[config.mk]
export PLATFORM = sky130hd
export DESIGN_NAME = pc_control_unit
export DESIGN_NICKNAME = d
export VERILOG_FILES = /design/src/rtl/pc_control_unit.sv
export SDC_FILE = /design/constraint.sdc
export NUM_CORES = 1
export LEC_CHECK = 0
export ABC_AREA = 1
export CAP_MARGIN = 5
export CORE_MARGIN = 2
export CORE_UTILIZATION = 50
export CTS_BUF_LIST = sky130_fd_sc_hd__clkbuf_8
export DETAILED_ROUTE_END_ITERATION = 16
export GPL_TIMING_DRIVEN = 0
export PLACE_DENSITY = 0.75
export SYNTH_ARGS = -nofsm -noshare
export SYNTH_HDL_FRONTEND = slang
export SYNTH_SLANG_ARGS = --single-unit
[constraint.sdc]
create_clock -name clk -period 2.85 [get_ports clk]
set_clock_uncertainty 0.1 [all_clocks]
set_input_delay 0.57 -clock clk [delete_from_list [all_inputs] [get_ports clk]]
set_output_delay 0.57 -clock clk [all_outputs]
set_load 0.01 [all_outputs]
[src/rtl/pc_control_unit.sv]
// LEGv8 single-cycle fetch/decode: 64-bit program counter, next-PC selection and
// instruction decode into datapath control signals.
module pc_control_unit #(
  parameter logic [63:0] RESET_PC = 64'h0
) (
  input  logic        clk,
  input  logic        reset,
  input  logic [31:0] instruction,
  input  logic        negative,
  input  logic        overflow,
  input  logic        zero,
  output logic [63:0] pc,
  output logic        Reg2Loc,
  output logic        ALUSrc,
  output logic        MemtoReg,
  output logic        RegWrite,
  output logic        MemWrite,
  output logic [2:0]  ALUOp,
  output logic        Imm,
  output logic        Brtaken,
  output logic        UncondBr,
  output logic        dir,
  output logic [1:0]  mush,
  output logic        wr
);

  logic [63:0] r_pc;
  logic [63:0] w_next_pc;
  logic [63:0] w_br_offset;
  logic [10:0] w_opcode;

  assign w_opcode = instruction[31:21];

  always_comb begin
    Reg2Loc  = 1'b0;
    ALUSrc   = 1'b0;
    MemtoReg = 1'b0;
    RegWrite = 1'b0;
    MemWrite = 1'b0;
    ALUOp    = 3'b000;
    Imm      = 1'b0;
    Brtaken  = 1'b0;
    UncondBr = 1'b0;
    dir      = 1'b0;
    mush     = 2'b00;
    wr       = 1'b0;
    casez (w_opcode)
      11'b1001000100?: begin // ADDI
        ALUSrc   = 1'b1;
        Imm      = 1'b1;
        RegWrite = 1'b1;
        ALUOp    = 3'b010;
      end
      11'b10101011000: begin // ADDS
        Reg2Loc  = 1'b1;
        RegWrite = 1'b1;
        wr       = 1'b1;
        ALUOp    = 3'b010;
      end
      11'b11101011000: begin // SUBS
        Reg2Loc  = 1'b1;
        RegWrite = 1'b1;
        wr       = 1'b1;
        ALUOp    = 3'b011;
      end
      11'b10001010000: begin // AND
        Reg2Loc  = 1'b1;
        RegWrite = 1'b1;
        ALUOp    = 3'b100;
      end
      11'b11001010000: begin // EOR
        Reg2Loc  = 1'b1;
        RegWrite = 1'b1;
        ALUOp    = 3'b110;
      end
      11'b11010011011: begin // LSL
        RegWrite = 1'b1;
        mush     = 2'b01;
      end
      11'b11010011010: begin // LSR
        RegWrite = 1'b1;
        mush     = 2'b01;
        dir      = 1'b1;
      end
      11'b11111000010: begin // LDUR
        ALUSrc   = 1'b1;
        MemtoReg = 1'b1;
        RegWrite = 1'b1;
        ALUOp    = 3'b010;
      end
      11'b11111000000: begin // STUR
        ALUSrc   = 1'b1;
        MemWrite = 1'b1;
        ALUOp    = 3'b010;
      end
      11'b000101?????: begin // B
        UncondBr = 1'b1;
        Brtaken  = 1'b1;
      end
      11'b10110100???: Brtaken = zero; // CBZ
      // B.cond: only LT is supported, using the registered N/V flags
      11'b01010100???: Brtaken = (instruction[4:0] == 5'b01011) & (negative ^ overflow);
      default: ;
    endcase
  end

  assign w_br_offset = UncondBr ? {{36{instruction[25]}}, instruction[25:0], 2'b00}
                                : {{43{instruction[23]}}, instruction[23:5], 2'b00};
  assign w_next_pc   = Brtaken ? r_pc + w_br_offset : r_pc + 64'd4;

  always_ff @(posedge clk or negedge reset) begin
    if (!reset) begin
      r_pc <= RESET_PC;
    end else begin
      r_pc <= w_next_pc;
    end
  end

  assign pc = r_pc;

endmodule

* Yosys cells after proc, flatten, opt, wreduce, memory -nomap -nowiden *
Cells that the tools add are included.

cells by class
  $add $sub $neg = 2
  eq/ne operators = 13
  muxes and demuxes = 14
  bitwise gates (word level) = 2
  reductions and logical operators = 6

operator list
  operator               count
  $mux 64                2
  $eq 11x11->1 const B   8
  $add 64x3->64 const B  1
  $add 64x64->64         1
  $pmux 3 s4             1
  $eq 10x10->1 const B   1
  $mux 1                 10
  $eq 8x7->1 const B     1
  $eq 8x8->1 const B     1
  $reduce_or 4->1        2
  $reduce_or 8->1        1
  $eq 6x3->1 const B     1
  $eq 5x4->1 const B     1
  $reduce_or 2->1        2
  $pmux 1 s3             1
  $reduce_or 3->1        1
  $and 1x1->1            1
  $xor 1x1->1            1

storage, ports and cells
  bits in registers = 64
  input bits = 37
  output and inout port bits = 79
  word-level logic and storage cells = 38

* Longest topological paths before layout *
Gate-level depths: netlist (run 1).

  word-level depth = 5
  mapped depth = 25
  mapped depth without buffers = 25

* Worst setup path after synthesis (run 1) *
Ideal clock, no wire load.

  path type = in2reg
  start point = in instruction[31]
  end point = reg r_pc[52], in the netlist pc[52]
  library setup time = 117 ps
  data arrival time = 3285 ps
  data required time = 2633 ps
  slack = -652 ps
  cell stages on the path = 19
  buffers on the path = 1
  cells stage by stage = inv_1 -> nand2_2 -> nor2_8 -> inv_4 -> clkbuf_1 -> nor2_1 -> a31oi_1 -> ha_1 -> inv_1 -> fa_1 -> nor2_1 -> nor2_1 -> o21ai_0 -> a21oi_1 -> o21ai_0 -> a21o_1 -> nand3_1 -> nand4_1 -> nand2_1

on the way
  cells in the longest elaborated chain, start to end = 5
  elaborated cells between the ends (all ways) = 8
  those cells by class = add/sub: 1; eq/ne: 3; mux: 4

ends and longest elaborated chain
  what                  RTL line  text
  start, declared       8         input logic [31:0] instruction,
  $eq 6x3->1            47        casez (w_opcode)
  $mux 1                47
  $mux 64               107       assign w_br_offset = UncondBr ? {{36{instruction[25]}}, instruction[25:0], 2'b00}
  $add 64x64->64        109       assign w_next_pc = Brtaken ? r_pc + w_br_offset : r_pc + 64'd4;
  $mux 64 *             109
  net w_next_pc[52]     28        logic [63:0] w_next_pc;
  end signal, assigned  115       r_pc <= w_next_pc;
  end, declared         27        logic [63:0] r_pc;

Mark *: on every way through the listed nets, which the timed path passes. The rest lies on a longest branch.

* Worst setup path in the final report (run 1) *
  start point = in instruction[24]
  end point = reg r_pc[43], in the netlist pc[43]

on the way
  cells in the longest elaborated chain, start to end = 3
  elaborated cells between the ends (all ways) = 6
  those cells by class = add/sub: 1; eq/ne: 2; mux: 3

ends and longest elaborated chain
  what                                          RTL line
  $mux 64, or another cell as far along         107
  $add 64x64->64 or $pmux 1 s3 (tied branches)  109, 47
  $mux 64 *                                     109
  net w_next_pc[43]                             28

Marked as above.

==> flow_metrics.tcl, run 1 <==
set metrics [dict create \
    final_cell_mix "nand2_1 (276), inv_1 (127), buf_4 (99)" \
    drt_iter0_drc 1307 \
    grt_pass1_vias 8804 \
    critPathLaunchType "primary input" \
    largest_register_ffs 62 \
    via_per_inst 6.37 \
    synth_flop_cell "dfrtp_1" \
    p_clk_frac 0.099 \
    async_reset_ff_frac 1.00 \
    numClockSinks 62 \
    die_w_um 124 \
    cts_tree "done" \
    fillCellCount 904 \
    first_pass_iters 9 \
    cts-root-buf "clkbuf_8" \
    antenna_found_initial 0 \
    multiInputGateArea_um2 6680 \
    regArea_um2 1550 \
    ant_nets 0 \
    syn_to_final_growth_pct 61.6 \
    yosys_warnings 0 \
    arrival_ns 3.62 \
    seqPwrFrac 0.233 \
    grt_max_degree 63 \
    grt_overflow 0 \
    fmax_ghz 0.291 \
    relSlewSlack 0.342 \
    rows 44 \
    cap_violations 0 \
    path_clk_slew_ns 0.09 \
    synth_area_leaders "dfrtp_1 (21%), nand2_1 (18%), inv_1 (7.7%)" \
    grt_usage 0.384 \
    dieArea_um2 15500 \
    drcViolationCount 0 \
    reg2reg_slack_ns 0.17 \
    synth_top_area_frac 0.214 \
    pre_cts_slack_ns -1.77 \
    violations "negative setup slack" \
    ys_types 44 \
    cts_made_buffers 9 \
    layout_commonest_cell "nand2_1" \
    finalNetCount 1494 \
    vias 10300 \
    p_sw_frac 0.533 \
    finalHoldViolations 0 \
    finalWorstSetupSlack_ns -0.591 \
    yosysTopAreaCell "dfrtp_1" \
    worstSetupEndpointType "flip-flop" \
    crit_required_ns 3.03 \
    clock_latency_ns 0.40 \
    pwr-share-comb 0.668 \
    io_pins 116 \
    rsz0062_at_grt "true" \
    cts_max_level 3 \
    tightestPinTransition_ns 0.974 \
    ys_ff_latch 62 \
    post-dp-hpwl_um 21900 \
    initial_core_util 0.505 \
    slew_viol_final 0 \
    outcome "complete, but fails checks" \
    syn_avg_cell_area_um2 6.10 \
    n_antenna_cell 0 \
    placement.io_buffers 112 \
    post-route-period-util 1.21 \
    routedWlPerCell_um 23.2 \
    worstSetupPathType "in -> reg" \
    place.gp.congestion 1.00 \
    netlist_instances 1189 \
    drive_gt1_frac 0.375 \
    fin_crit_ns 3.44 \
    syn_area_um2 7260 \
    drt-total-wl_um 37500 \
    ir_drop_mv 0.632 \
    intPower_mw 3.71 \
    setup_tns_ns -18.75 \
    die_h_um 124 \
    switchingPower_mw 4.23 \
    grt_pass1_wl_um 47000 \
    synth_edf_count 0 \
    power_leakage_nw 5.60 \
    ys_seq_area_frac 0.214 \
    crit_fanout 6 \
    core_region_area_um2 14400 \
    min_path_type "in -> async" \
    power_density_nw_per_um2 677 \
    setup_viol 57 \
    cts_buffer_depth 2 \
]
[critical path, stage by stage]
cell and delay (ns):
clkdlybuf4s15_1 0.24, inv_2 0.14, nand3_4 0.10, nor2_4 0.20
buf_12 0.15, nand3_4 0.11, nand2_4 0.12, inv_8 0.06
nor2_4 0.13, ha_4 0.24, a21oi_4 0.19, inv_2 0.06
a21oi_2 0.19, o21ai_2 0.11, a21oi_2 0.17, nand2_2 0.16
a21oi_4 0.32, o21bai_4 0.11, nand2_2 0.10, nand2_1 0.05
nand2_1 0.05, nand2_1 0.05
[cell usage after synthesis, types with 2 or more instances]
| library cell | n |
|---|---|
| a21boi_0 | 2 |
| a21o_1 | 8 |
| a21oi_1 | 48 |
| a31oi_1 | 6 |
| and2_1 | 10 |
| buf_1 | 2 |
| buf_2 | 4 |
| buf_4 | 7 |
| buf_6 | 3 |
| clkbuf_1 | 25 |
| dfrtp_1 | 62 |
| ha_1 | 25 |
| inv_1 | 149 |
| inv_2 | 21 |
| nand2_1 | 354 |
| nand2_2 | 20 |
| nand2_4 | 5 |
| nand3_1 | 66 |
| nand3_2 | 3 |
| nand3b_1 | 6 |
| nand4_1 | 22 |
| nor2_1 | 113 |
| nor2_2 | 15 |
| nor2_4 | 4 |
| nor3_1 | 6 |
| nor4_1 | 5 |
| o211ai_1 | 2 |
| o21a_1 | 5 |
| o21ai_0 | 63 |
| o21ai_1 | 16 |
| o31ai_1 | 3 |
| o41ai_1 | 59 |
| xnor2_1 | 13 |
| xor2_1 | 27 |
[cell families (layout without fill, tap and decap cells)]
group / count (synthesis) / in the layout / synth area share
other: 1 / 3 / 0.000517
buffers and inverters: 213 / 458 / 0.119
AND/OR/NAND/NOR: 632 / 632 / 0.384
XOR/XNOR: 40 / 40 / 0.0483
adder cells (fa/ha/maj): 26 / 26 / 0.0459
AO/OA/AOI/OAI: 215 / 215 / 0.188
flip-flops: 62 / 62 / 0.214
[power by group through the flow]
stage | registers, mW | logic (mW) | clock network [mW]
after floorplan | 1.84 | 2.15 | 0
after CTS | 1.76 | 4.33 | 0.763
after global routing | 1.89 | 5.57 | 0.828
after detailed placement | 1.74 | 3.89 | 0
after global placement | 1.72 | 3.87 | 0
final | 1.85 | 5.30 | 0.783
[repair_timing]
action | in CTS | in global routing
hold buffers | 0 | 0
gates resized for setup | 274 | 276
setup endpoints to repair | 72 | 58
hold endpoints to repair | 0 | 0
pin swaps | 93 | 126
setup buffers | 80 | 38
cloned | 1 | 1
[layer usage]
| metal | vias to the layer above | wire (µm) | track usage |
|---|---|---|---|
| met4 | 0 | 3260 | 0.152 |
| met1 | 4780 | 13600 | 0.519 |
| met3 | 305 | 4390 | 0.0674 |
| met2 | 828 | 16200 | 0.610 |
| met5 | - | 0 | 0 |
| li1 | 4412 | - | - |
[metrics by stage]
step | util | total power [mW] | hold WS (ns) | std cells | instance area, µm²
after floorplan | - | 3.98 | 0.174 | 1191 | 7360
after detailed placement | 0.606 | 5.63 | 0.420 | 1487 | 8710
after global routing | 0.816 | 8.29 | 0.266 | 1620 | 11700
after global placement | 0.606 | 5.60 | 0.402 | 1487 | 8710
final | 0.816 | 7.94 | 0.200 | 1620 | 11700
after CTS | 0.720 | 6.85 | 0.226 | 1584 | 10300
[path summary, 6_finish.rpt]
path / startpoint / endpoint / cells past startpoint
max in group asynchronous: reset / pc[23] / 1
worst max register to register: pc[18] / pc[44] / 15
worst max-delay path: instruction[24] / pc[43] / 22
min in group clk: pc[2] / pc[2] / 1
worst min-delay path: reset / pc[34] / 1
worst min register to register: pc[2] / pc[2] / 1
[final cells by class]
class	instances	area share
Sequential cell	62	0.132
Inverter	171	0.0578
Multi-Input combinational cell	916	0.570
Tap cell	184	0.0196
Clock buffer	9	0.0106
Clock inverter	7	0.00427
Buffer	42	0.0256
Timing Repair Buffer	229	0.180
No activity file was read; power rests on OpenSTA's default activity.
==> inputs of run 2 (changes only) <==
--- a/config.mk
+++ b/config.mk
@@ -13,6 +13,7 @@
 export DETAILED_ROUTE_END_ITERATION = 16
 export GPL_TIMING_DRIVEN = 0
 export PLACE_DENSITY = 0.75
+export REMOVE_ABC_BUFFERS = 1
 export SYNTH_ARGS = -nofsm -noshare
 export SYNTH_HDL_FRONTEND = slang
 export SYNTH_SLANG_ARGS = --single-unit
==> run 2 against run 1 <==
- the run still ends with negative setup slack left
- cell count is 2.4% lower
- wire length fell by 8.0%
- non-clock buffer count shrank 44
- power down 4.4%
- clock power rose by 13%
- register-to-register slack got worse by 0.02 ns
- count of clock-buffer cells in the layout is 1 higher
- critical path type unchanged
- critical endpoint is now pc[40]
- largest cell class unchanged
- largest power group unchanged
- highest routed layer unchanged
==> flow_metrics.tcl, run 2 (synthesized netlist as in run 1, its figures left out) <==
set metrics [dict create \
    critPathLaunchType "primary input" \
    wl_met1_um 13200 \
    violations "negative setup slack" \
    crit_end "pc[40]" \
    fmax_ghz 0.288 \
    top_layer_used "met4" \
    grt_usage 0.370 \
    grt_pass1_wl_um 45700 \
    cts_tree "done" \
    regArea_um2 1550 \
    crit_fanout 6 \
    cts_made_buffers 9 \
    met3WireLength_um 4120 \
    numClockSinks 62 \
    timing.rr.end "pc[40]" \
    finalNetCount 1455 \
    via_per_inst 6.32 \
    min_path_type "in -> async" \
    grt_max_degree 63 \
    outcome "complete, but fails checks" \
    grt_overflow 0 \
    rows 44 \
    intPower_mw 3.66 \
    slew_viol_final 0 \
    pre_cts_slack_ns -2.09 \
    post-dp-hpwl_um 20300 \
    relSlewSlack 0.384 \
    reg2reg_from "pc[2]" \
    reg2reg_slack_ns 0.15 \
    layout_commonest_cell "nand2_1" \
    fillCellCount 971 \
    cts_max_level 3 \
    switchingPower_mw 3.93 \
    setup_viol 51 \
    ant_nets 0 \
    power_leakage_nw 5.45 \
    drt_iter0_drc 1388 \
    arrival_ns 3.65 \
    p_sw_frac 0.518 \
    crit_required_ns 3.04 \
    final_util 0.771 \
    rr_worst_depth 17 \
    tightestPinTransition_ns 0.924 \
    cap_violations 0 \
    grt_pass1_vias 8423 \
    worstSetupEndpointType "flip-flop" \
    hold_buffers 0 \
    first_pass_iters 6 \
    fin_crit_ns 3.47 \
    finalHoldViolations 0 \
    pwr-share-comb 0.586 \
    antenna_found_initial 0 \
    ir_drop_mv 0.635 \
    drive_gt1_frac 0.319 \
    place.gp.congestion 0.958 \
    dr_wl_met2_um 15100 \
    final_cell_mix "nand2_1 (305), inv_1 (131), buf_4 (90)" \
    power_density_nw_per_um2 684 \
    rsz0062_at_grt "true" \
    finalWorstSetupSlack_ns -0.619 \
    die_w_um 124 \
    drt-total-wl_um 34500 \
    crit_start "instruction[25]" \
    cts-root-buf "clkbuf_8" \
    syn_to_final_growth_pct 52.7 \
    routedWlPerCell_um 21.8 \
    dieArea_um2 15500 \
    core_region_area_um2 14400 \
    largest_register_ffs 62 \
    vias 9986 \
    n_antenna_cell 0 \
    p_clk_frac 0.117 \
    path_clk_slew_ns 0.08 \
    multiInputGateArea_um2 6280 \
    cts_buffer_depth 2 \
    die_h_um 124 \
    clock_latency_ns 0.40 \
    placement.io_buffers 112 \
    seqPwrFrac 0.297 \
    worstSetupPathType "in -> reg" \
    post-route-period-util 1.22 \
    initial_core_util 0.505 \
    drcViolationCount 0 \
    io_pins 116 \
]
-- run 2: area by class of cell --
cell class              instances  share of cell area
clock buffers                  10              0.0124
flip-flops and latches         62               0.140
multi-input cells             920               0.567
well taps                     184              0.0208
clock inverters                 6             0.00553
repair buffers                227               0.192
repair inverters                1             0.00102
inverters                     171              0.0615
-- run 2: metrics by stage --
| stage | instance area [µm²] | setup TNS [ns] | power, mW | std cells | hold slack [ns] |
|---|---|---|---|---|---|
| after floorplan | 7040 | -16.89 | 3.86 | 1149 | 0.174 |
| after detailed placement | 8390 | -98.97 | 5.50 | 1445 | 0.397 |
| after CTS | 9950 | -7.26 | 6.75 | 1538 | 0.237 |
| final | 11100 | -17.84 | 7.58 | 1581 | 0.201 |
| after global routing | 11100 | -21.48 | 7.94 | 1581 | 0.265 |
| after global placement | 8390 | -177.26 | 5.45 | 1445 | 0.393 |
-- run 2: worst min-delay path by stage --
| stage | from | end | slack (ns) |
|---|---|---|---|
| after CTS | reset | pc[28] | 0.24 |
| final | reset | pc[9] | 0.20 |
| after global placement | pc[2] | pc[2] | 0.39 |
| after global routing | reset | pc[9] | 0.26 |
| after floorplan | reset | pc[10] | 0.17 |
| after detailed placement | pc[2] | pc[2] | 0.40 |
-- run 2: power groups by stage --
stage	clock network, mW	logic (mW)	registers [mW]
after detailed placement	0	3.36	2.13
after global routing	0.901	4.74	2.30
after floorplan	0	1.78	2.08
after CTS	0.860	3.76	2.13
final	0.888	4.44	2.25
after global placement	0	3.32	2.12
-- run 2: worst max-delay path, cell delays in order --
cell and delay [ns]:
buf_4 0.15, nor2_4 0.14, nand3_2 0.10, nor2_4 0.14
buf_6 0.14, nand3_4 0.08, nand2_1 0.12, inv_2 0.09
a21oi_1 0.18, ha_1 0.34, nand2_2 0.16, nor2_4 0.16
nand2_2 0.09, inv_2 0.07, nand3_2 0.06, o211ai_1 0.34
nand2_1 0.12, nand2_2 0.14, nand2_2 0.07, nand2_2 0.08
nand2_2 0.06, inv_2 0.08, nor2_2 0.04, nand3_1 0.08
nand2_1 0.05
-- run 2: routing by layer --
| metal | vias to the layer above | track usage |
|---|---|---|
| met3 | 227 | 0.0640 |
| met1 | 4610 | 0.532 |
| met2 | 812 | 0.581 |
| met4 | 0 | 0.0859 |
| li1 | 4337 | - |
| met5 | - | 0 |
-- run 2: repair_timing --
item,in CTS,in global routing
setup endpoints to repair,72,62
gates cloned,4,2
setup buffers,73,44
pin swaps,69,105
resized for setup,294,179
==> inputs of run 3 (changes only) <==
--- a/config.mk
+++ b/config.mk
@@ -11,7 +11,6 @@
 export CORE_UTILIZATION = 50
 export CTS_BUF_LIST = sky130_fd_sc_hd__clkbuf_8
 export DETAILED_ROUTE_END_ITERATION = 16
-export GPL_TIMING_DRIVEN = 0
 export PLACE_DENSITY = 0.75
 export REMOVE_ABC_BUFFERS = 1
 export SYNTH_ARGS = -nofsm -noshare
==> run 3 against run 2 <==
- the flow now stops in global routing
- synthesized cell count unchanged
- area after synthesis unchanged
==> flow_metrics.tcl, run 3 <==
set metrics [dict create \
    async_reset_ff_frac 1.00 \
    numClockSinks 62 \
    synth_flop_cell "dfrtp_1" \
    synth_most_common_cell "nand2_1" \
    initial_core_util 0.505 \
    io_pins 116 \
    ys_ff_latch 62 \
    haltStage "global routing" \
    worst-ep-kind "sequential cell input" \
    grt_max_degree 63 \
    hold_buffers 0 \
    grt_usage 0.843 \
    synth_edf_count 0 \
    outcome "aborted with a tool error" \
    yosys_warnings 0 \
    netlist_instances 1189 \
    crit_endpoint "pc[41]$_DFF_PN0_/D" \
    cts_made_buffers 9 \
    cts_max_level 3 \
    synth_area_leaders "dfrtp_1 (21%), nand2_1 (18%), inv_1 (7.7%)" \
    rows 44 \
    cts_buffer_depth 2 \
    die_h_um 124 \
    syn_avg_cell_area_um2 6.10 \
    synthTopCellsByCount "nand2_1 (354), inv_1 (149), nor2_1 (113)" \
    yosysTopAreaCell "dfrtp_1" \
    placement.io_buffers 112 \
    error "[ERROR GRT-0232] Routing congestion too high. Check the congestion heatmap in the GUI." \
    place.gp.congestion 1.03 \
    die_w_um 124 \
    post-dp-hpwl_um 23100 \
    pre_cts_slack_ns -1.56 \
    ys_types 44 \
    cts-root-buf "clkbuf_8" \
    ys_seq_area_frac 0.214 \
    synth_top_area_frac 0.214 \
    grt_overflow 211 \
    syn_area_um2 7260 \
]
run 3: cell counts after synthesis:
No cell type changed its count.
run 3: what timing repair did:
item / in CTS
buffers inserted: 65
gates resized for setup: 524
setup endpoints to repair: 71
cloned: 3
pin swaps: 174
run 3: cell families after synthesis:
family,synth area share
other,0.000517
buffers and inverters,0.119
DFF,0.214
adders and majority gates,0.0459
xor gates and xnor gates,0.0483
AOI/OAI and AO/OA,0.188
and+or+nand+nor,0.384
run 3: stage by stage:
stage,instances,cell area (µm²),util
floorplan,1149,7040,-
global placement,1679,10200,0.713
detailed placement,1679,10200,0.713
CTS,1755,12600,0.878
run 3: routing by layer:
layer,GRT usage,overflow
met5,0.304,0
met4,0.870,76
met3,0.708,4
met2,0.994,131
met1,0.833,0
==> inputs of run 4 (changes only) <==
--- a/config.mk
+++ b/config.mk
@@ -8,10 +8,9 @@
 export ABC_AREA = 1
 export CAP_MARGIN = 5
 export CORE_MARGIN = 2
-export CORE_UTILIZATION = 50
-export CTS_BUF_LIST = sky130_fd_sc_hd__clkbuf_8
+export CORE_UTILIZATION = 35
 export DETAILED_ROUTE_END_ITERATION = 16
-export PLACE_DENSITY = 0.75
+export PLACE_DENSITY_LB_ADDON = 0.15
 export REMOVE_ABC_BUFFERS = 1
 export SYNTH_ARGS = -nofsm -noshare
 export SYNTH_HDL_FRONTEND = slang
==> run 4 against run 3 <==
- the flow now finishes, with violations (negative setup slack)
==> flow_metrics.tcl, run 4 (synthesized netlist as in run 1, its figures left out) <==
set metrics [dict create \
    largest_register_ffs 62 \
    setup_tns_ns -9.48 \
    grt_max_degree 63 \
    outcome "complete, but fails checks" \
    die_w_um 148 \
    cts-root-buf "clkbuf_16" \
    intPower_mw 4.67 \
    placement.io_buffers 112 \
    finalWorstSetupSlack_ns -0.348 \
    fin_area_um2 13000 \
    setup_viol 46 \
    n_antenna_cell 0 \
    drt-total-wl_um 33200 \
    grt_usage 0.287 \
    vias 9867 \
    crit_fanout 5 \
    routedWlPerCell_um 17.9 \
    critPathLaunchType "primary input" \
    cts_max_level 3 \
    antenna_found_initial 0 \
    pwr-share-comb 0.617 \
    multiInputGateArea_um2 6460 \
    fin_crit_ns 3.20 \
    core_region_area_um2 20300 \
    crit_required_ns 2.98 \
    drt_iter0_drc 830 \
    min_path_type "in -> async" \
    worstSetupEndpointType "flip-flop" \
    layout_commonest_cell "nand2_1" \
    grt_overflow 0 \
    ir_drop_mv 0.529 \
    final_cell_mix "nand2_1 (285), buf_4 (257), inv_1 (129)" \
    syn_to_final_growth_pct 78.7 \
    fillCellCount 1710 \
    violations "negative setup slack" \
    ant_nets 0 \
    grt_pass1_wl_um 49700 \
    final_util 0.639 \
    dieArea_um2 21900 \
    first_pass_iters 6 \
    post-dp-hpwl_um 22900 \
    slew_viol_final 0 \
    initial_core_util 0.357 \
    drcViolationCount 0 \
    rows 52 \
    p_sw_frac 0.468 \
    cap_violations 0 \
    finalNetCount 1645 \
    rsz0062_at_grt "true" \
    finalHoldViolations 0 \
    cts_tree "done" \
    regArea_um2 1550 \
    placed_area_um2 10400 \
    power_density_nw_per_um2 677 \
    grt_pass1_vias 9520 \
    numClockSinks 62 \
    place.gp.congestion 0.964 \
    worstSetupPathType "in -> reg" \
    total_power_mw 8.78 \
    power_leakage_nw 6.43 \
    fmax_ghz 0.313 \
    hold_buffers 0 \
    tightestPinTransition_ns 0.850 \
    via_per_inst 5.32 \
    clock_latency_ns 0.35 \
    cts_buffer_depth 2 \
    io_pins 116 \
    drive_gt1_frac 0.436 \
    die_h_um 148 \
    p_clk_frac 0.125 \
    seqPwrFrac 0.259 \
    arrival_ns 3.33 \
    cts_made_buffers 9 \
    switchingPower_mw 4.11 \
    path_clk_slew_ns 0.06 \
    post-route-period-util 1.12 \
    relSlewSlack 0.426 \
]
[run 4: final timing paths]
kind | from | slack [ns] | to | cells past startpoint
max in group asynchronous | reset | 2.20 | pc[56] | 2
hold reg to reg | pc[2] | 0.48 | pc[2] | 1
hold / removal | reset | 0.15 | pc[2] | 2
setup / recovery | instruction[27] | -0.35 | pc[35] | 20
setup reg to reg | pc[19] | 0.35 | pc[49] | 14
min in group clk | pc[2] | 0.48 | pc[2] | 1
[run 4: power by group through the flow]
| stage | Sequential, mW | Clock, mW | Combinational [mW] |
|---|---|---|---|
| 3_3_place_gp | 2.16 | 0 | 4.30 |
| 2_1_floorplan | 2.08 | 0 | 1.78 |
| 4_1_cts | 2.19 | 1.10 | 4.90 |
| 3_5_place_dp | 2.16 | 0 | 4.32 |
| 6_report | 2.27 | 1.09 | 5.42 |
| 5_1_grt | 2.33 | 1.14 | 5.80 |
[run 4: stage by stage]
stage	std cells	worst slack, ns	hold WS [ns]
2_1_floorplan	1149	-0.695	0.174
3_3_place_gp	1776	-1.45	0.398
3_5_place_dp	1776	-1.48	0.403
4_1_cts	1842	-0.301	0.163
5_1_grt	1855	-0.480	0.186
6_report	1855	-0.348	0.154
[run 4: what timing repair did]
action                                  4_1_cts  5_1_grt
setup buffers                                58       19
endpoints found under the setup margin       72       61
pin swaps                                   125       83
cloned                                        3        0
resized for setup                           410      152
[run 4: cell type report]
type | instances | area share
multi-input cells | 917 | 0.498
flip-flops and latches | 62 | 0.120
clock buffers | 13 | 0.0208
repair buffers | 421 | 0.284
clock inverters | 1 | 0.000386
inverters | 171 | 0.0514
well taps | 270 | 0.0261
[run 4: per-layer routing]
layer  up-vias  GRT usage  part of all wire
met1      4699      0.381              0.42
li1       4696          -                 -
met2       399      0.474              0.47
met3        73     0.0571             0.077
met4         0     0.0814             0.030
met5         -          0                 0
[run 4: worst max-delay path: stages]
cell and delay (ns):
buf_8 0.10, nor2_4 0.15, nand3_2 0.11, nor2_4 0.17, nand2_4 0.09, buf_6 0.14
buf_6 0.14, o21ai_4 0.15, ha_4 0.24, a21oi_4 0.14, inv_1 0.07, a31oi_2 0.19
nand2_2 0.14, a21oi_2 0.14, nand2_1 0.09, a21oi_1 0.16, buf_4 0.20, o21bai_4 0.07
buf_4 0.14, xnor2_1 0.11
